--- src/rtl/combo_lock_fsm.sv ---
// -----------------------------------------------------------------------------
// combo_lock_fsm
//
// Combination-lock controller fed by the single-cycle fall_edge pulses of four
// keypad synchronizers. It collects CODE_LEN digits per entry and compares them
// against CODE, which is packed 2 bits per digit with digit 0 entered first.
// A correct entry holds unlock for UNLOCK_CYCLES cycles. A wrong entry pulses
// error for one cycle. MAX_FAILS consecutive wrong entries hold locked_out for
// LOCKOUT_CYCLES cycles.
//
// Ports:
//   clk            in   single clock, rising edge
//   reset_n        in   asynchronous active-low reset
//   press[3:0]     in   one-cycle button pulses, bit b = digit b
//   clear          in   one-cycle pulse, abandons the partial entry
//   unlock         out  high while unlocked
//   error          out  one-cycle pulse on completion of a wrong entry
//   locked_out     out  high during lockout
//   digits_entered out  digits accepted in the current entry
// -----------------------------------------------------------------------------
module combo_lock_fsm #(
    parameter int                    CODE_LEN       = 4,
    parameter logic [2*CODE_LEN-1:0] CODE           = 8'hE4,
    parameter int                    UNLOCK_CYCLES  = 8,
    parameter int                    MAX_FAILS      = 3,
    parameter int                    LOCKOUT_CYCLES = 16
) (
    input  logic                            clk,
    input  logic                            reset_n,
    input  logic [3:0]                      press,
    input  logic                            clear,
    output logic                            unlock,
    output logic                            error,
    output logic                            locked_out,
    output logic [$clog2(CODE_LEN+1)-1:0]   digits_entered
);

    localparam int CW   = $clog2(CODE_LEN + 1);
    localparam int FW   = $clog2(MAX_FAILS + 1);
    localparam int TMAX = (UNLOCK_CYCLES > LOCKOUT_CYCLES) ? UNLOCK_CYCLES : LOCKOUT_CYCLES;
    localparam int TW   = $clog2(TMAX + 1);

    typedef enum logic [1:0] {
        ST_ENTRY    = 2'd0,
        ST_UNLOCKED = 2'd1,
        ST_LOCKOUT  = 2'd2
    } state_t;

    state_t         r_state;
    logic [CW-1:0]  r_count;
    logic           r_match;
    logic [FW-1:0]  r_fails;
    logic [TW-1:0]  r_timer;
    logic           r_unlock;
    logic           r_error;
    logic           r_locked_out;

    logic [1:0]     w_digit;
    logic           w_press_ok;
    logic           w_last;
    logic [FW-1:0]  w_fails_next;

    // Expected digit for the current position.
    always_comb begin
        w_digit = '0;
        for (int unsigned i = 0; i < CODE_LEN; i++) begin
            if (r_count == CW'(i)) begin
                w_digit = CODE[2*i +: 2];
            end
        end
    end

    // A single comparison against the one-hot expected pattern rejects both
    // a wrong digit and a multi-button press.
    assign w_press_ok   = (press == (4'b0001 << w_digit));
    assign w_last       = (r_count == CW'(CODE_LEN - 1));
    assign w_fails_next = (r_fails == FW'(MAX_FAILS)) ? r_fails : r_fails + 1'b1;

    always_ff @(posedge clk or negedge reset_n) begin
        if (!reset_n) begin
            r_state      <= ST_ENTRY;
            r_count      <= '0;
            r_match      <= 1'b1;
            r_fails      <= '0;
            r_timer      <= '0;
            r_unlock     <= 1'b0;
            r_error      <= 1'b0;
            r_locked_out <= 1'b0;
        end else begin
            r_error <= 1'b0;
            case (r_state)
                ST_ENTRY: begin
                    if (clear) begin
                        r_count <= '0;
                        r_match <= 1'b1;
                    end else if (press != '0) begin
                        if (w_last) begin
                            r_count <= '0;
                            r_match <= 1'b1;
                            if (r_match && w_press_ok) begin
                                r_state  <= ST_UNLOCKED;
                                r_timer  <= TW'(UNLOCK_CYCLES);
                                r_fails  <= '0;
                                r_unlock <= 1'b1;
                            end else begin
                                r_error <= 1'b1;
                                r_fails <= w_fails_next;
                                if (w_fails_next == FW'(MAX_FAILS)) begin
                                    r_state      <= ST_LOCKOUT;
                                    r_timer      <= TW'(LOCKOUT_CYCLES);
                                    r_locked_out <= 1'b1;
                                end
                            end
                        end else begin
                            r_count <= r_count + 1'b1;
                            r_match <= r_match & w_press_ok;
                        end
                    end
                end
                ST_UNLOCKED: begin
                    if (r_timer == TW'(1)) begin
                        r_state  <= ST_ENTRY;
                        r_timer  <= '0;
                        r_unlock <= 1'b0;
                    end else begin
                        r_timer <= r_timer - 1'b1;
                    end
                end
                ST_LOCKOUT: begin
                    if (r_timer == TW'(1)) begin
                        r_state      <= ST_ENTRY;
                        r_timer      <= '0;
                        r_fails      <= '0;
                        r_locked_out <= 1'b0;
                    end else begin
                        r_timer <= r_timer - 1'b1;
                    end
                end
                default: begin
                    r_state <= ST_ENTRY;
                end
            endcase
        end
    end

    assign unlock         = r_unlock;
    assign error          = r_error;
    assign locked_out     = r_locked_out;
    assign digits_entered = r_count;

endmodule

--- config.mk ---
export PLATFORM = sky130hd
export DESIGN_NAME = combo_lock_fsm
export DESIGN_NICKNAME = d
export VERILOG_FILES = /design/src/rtl/combo_lock_fsm.sv
export SDC_FILE = /design/constraint.sdc
export NUM_CORES = 1
export LEC_CHECK = 0
export BUFFER_PORTS_ARGS = -buffer_cell sky130_fd_sc_hd__clkbuf_2
export CAP_MARGIN = 5
export CORE_MARGIN = 4
export CORE_UTILIZATION = 49
export DETAILED_ROUTE_END_ITERATION = 10
export PLACE_DENSITY = 0.69
export SLEW_MARGIN = 20
export SYNTH_ARGS = -nofsm -noshare
export SYNTH_HDL_FRONTEND = slang
export SYNTH_SLANG_ARGS = --single-unit
--- constraint.sdc ---
create_clock -name clk -period 2.7 [get_ports clk]
set_clock_uncertainty 0.15 [all_clocks]
set_input_delay 0 -clock clk [delete_from_list [all_inputs] [get_ports clk]]
set_output_delay 0 -clock clk [all_outputs]
set_load 0.05 [all_outputs]
==> impl_metrics.py <==
metrics = {
    "worst_setup_path": {
        "cp_cell_sequence": "ha_1 -> o21ba_4 -> nor4b_4 -> nor3_2 -> or4_4 -> a22o_1",
        "timing.critical_path.buf_inv": 0,
        "path_max_fanout": 7,
        "required_ns": 2.74,
        "arrival_ns": 2.44,
        "crit_path_top_delay_cell": "or4_4",
        "max_stage_delay_ns": 0.55,
        "cp-end-kind": "flip-flop",
        "startpoint_type": "flip-flop",
        "cp_top_family": "simple AND/OR/NAND/NOR gates",
        "crit_type": "flip-flop to flip-flop",
    },
    "logic_synthesis": {
        "ys_seq_area_frac": 0.3611,
        "synth_warnings": 0,
        "ys.flop_type": "dfrtp_1",
        "synth-edff-count": 0,
        "synthTopCellsByArea": "dfrtp_1 34%, ha_1 7.9%, mux2i_1 4.5%",
        "synth-seq-cells": 16,
        "ys_async_sr_fraction": 1.000,
        "yosys.area.top_type": "dfrtp_1",
        "synth_top_area_share": 0.3375,
        "yosysMostFrequentCell": "dfrtp_1",
        "synthTopCellsByCount": "15 x dfrtp_1, 11 x inv_1, 11 x nor2_1",
        "avgSynthCellArea_sq_um": 9.507,
        "syn_inst": 117,
        "syn_nets": 131,
        "syn_area_sq_um": 1112,
        "synth.distinct_cells": 46,
    },
    "finish": {
        "syn2layout_area_growth_pct": 13.16,
        "seq_area_sq_um": 401.6,
        "n_antenna_cell": 0,
        "num-fill-cells": 176,
        "drive_gt1_frac": 0.1866,
        "nets": 149,
        "multi_input_area_sq_um": 661.9,
    },
    "placed_design": {
        "routabilityCongestion": 0.9054,
        "numPortBuffers": 12,
        "place_ws_ns": 0.3099,
        "dp_hpwl_mm": 1.814,
    },
    "cts": {
        "cts_root_buffer": "clkbuf_4",
        "cts_buffers": 3,
        "cts_resized": 0,
        "cts-htree-levels": 1,
        "ctsLongestPathBuffers": 2,
        "cts_tree": "built",
        "clk_pin_slew_ns": 0.09,
        "cts.sink_count": 16,
        "clk_latency_ns": 0.29,
        "post_cts_buffers": 0,
    },
    "global_route": {
        "grt_pass1_wl_mm": 4.215,
        "grt-ovfl-total": 0,
        "antenna_found_initial": 0,
        "grt_usage": 0.1710,
        "grt_max_degree": 17,
        "met1_usage": 0.2272,
        "gr-usage-met2": 0.2601,
        "grt-busiest-layer": "met2",
        "met3_usage": 0.05800,
        "grt_pass1_vias": 894,
    },
    "sta": {
        "finalWorstSetupSlack_ns": 0.2925,
        "max_freq_mhz": 415.4,
        "tns_ns": 0,
        "setup-violations-final": 0,
        "min_period_over_period": 0.8917,
        "timing.final.crit_period_ns": 2.407,
        "hold_viol": 0,
        "rsz0062_at_grt": "false",
        "slew_viol_final": 0,
        "max_slew_margin": 0.5308,
        "worst_pin_slew_ns": 0.6940,
    },
    "hold_path": {
        "min_path_type": "input port to asynchronous set/reset pin",
    },
    "run": {
        "drv_cap": 0,
    },
    "power_and_ir_drop": {
        "peakVddDrop_mv": 0.8875,
        "leakage_nw": 0.5915,
        "power_density_nw_per_um2": 1266,
    },
    "floorplanning": {
        "num_rows": 16,
        "core_sq_um": 2062,
        "die_h_microns": 55.65,
        "dieArea_sq_um": 3096,
        "start_util": 0.5394,
        "die_w_microns": 55.65,
        "io_pins": 13,
    },
    "detailed_routing": {
        "post_drt_wl_per_cell_microns": 15.15,
        "ant_nets": 0,
        "drt-initial-drc-count": 33,
        "totalWireLength_mm": 2.439,
        "first_pass_iters": 5,
        "vias_per_cell": 5.807,
        "num_vias": 935,
        "drc": 0,
    },
    "outcome": {
        "outcome": "completed",
    },
}
power breakdown:
group          switching, mW  leakage (nW)  internal, mW  total (mW)
registers              0.103         0.200         0.346       0.449
clock network         0.0758        0.0210        0.0822       0.158
logic                  0.582         0.370         0.404       0.986
total                  0.761         0.592         0.833        1.59
layer usage:
layer | share of wire | wire length, microns
met2 | 0.47 | 1137
met4 | 0 | 0
met5 | 0 | 0
met1 | 0.49 | 1185
met3 | 0.048 | 116
worst reg2reg max path, cell delays in order, from the launching register on:
cell and delay, ns:
dfrtp_1 0.49, ha_1 0.28, o21ba_4 0.17, nor4b_4 0.31, nor3_2 0.12, or4_4 0.55
a22o_1 0.24
final cells by class:
cell class / instances / share of cell area
clock buffer: 4 / 0.02883
multi-input combinational: 88 / 0.5258
tap: 27 / 0.02684
sequential: 16 / 0.3191
timing repair buffer: 14 / 0.06362
inverter: 12 / 0.03579
worst paths after layout:
| path | from | end | slack [ns] | cells past startpoint |
|---|---|---|---|---|
| min in group clk | press[0] | r_match$_DFFE_PN1P_ | 0.02 | 4 |
| worst min register to register | r_match$_DFFE_PN1P_ | r_match$_DFFE_PN1P_ | 0.35 | 2 |
| max in group asynchronous | reset_n | r_match$_DFFE_PN1P_ | 2.07 | 2 |
| worst min-delay path | reset_n | r_timer[3]$_DFFE_PN0P_ | 0.005 | 2 |
| worst max-delay path | digits_entered[0]$_DFFE_PN0P_ | r_timer[0]$_DFFE_PN0P_ | 0.29 | 6 |
| worst max register to register | digits_entered[0]$_DFFE_PN0P_ | r_timer[0]$_DFFE_PN0P_ | 0.29 | 6 |
layout by cell type (no fill, tap or decap), types with 2 or more instances in the layout:
cell	netlist	final
a21oi_1	5	5
a22o_1	2	2
a32o_1	2	2
clkbuf_2	0	12
clkbuf_4	0	3
dfrtp_1	15	15
dlygate4sd3_1	0	2
ha_1	7	7
inv_1	11	11
mux2i_1	5	5
nand2_1	6	6
nand2b_1	7	7
nor2_1	11	11
nor3_1	3	3
o211a_1	2	2
o211ai_1	2	2
o21a_1	3	3
o21ai_0	2	2
o21ai_1	2	2
o31a_1	2	2
o31ai_1	2	2
logic make-up (layout without fill, tap and decap cells):
family,count (synthesis),in the layout,share of synthesized area
AO/OA/AOI/OAI,37,37,0.2632
flip-flops,16,16,0.3611
AND/OR/NAND/NOR,38,38,0.2002
multiplexers,5,5,0.04500
buffers and inverters,13,30,0.04386
adder cells (fa/ha/maj),7,7,0.07874
XOR/XNOR,1,1,0.007875
stage by stage:
stage	instance area, sq um	power, mW	cells	utilization	hold WS [ns]
2_1_floorplan	1112	1.218	117	-	-0.4456
3_3_place_gp	1202	1.413	155	0.5831	-0.2056
3_5_place_dp	1202	1.428	155	0.5831	-0.2007
4_1_cts	1259	1.600	161	0.6104	0.007241
5_1_grt	1259	1.735	161	0.6104	0.01486
6_report	1259	1.593	161	0.6104	0.004910
sequential cells by signal, indices dropped and copies added, names as in the netlist:
signal,cells
r_timer,5
digits_entered,3
r_fails,2
r_state,2
error,1
locked_out,1
r_match,1
unlock,1
what timing repair did:
item	4_1_cts	5_1_grt
hold endpoints to repair	20	0
setup endpoints to repair	0	0
hold buffers	2	0
Note: power is estimated with default switching activity, not from simulation.
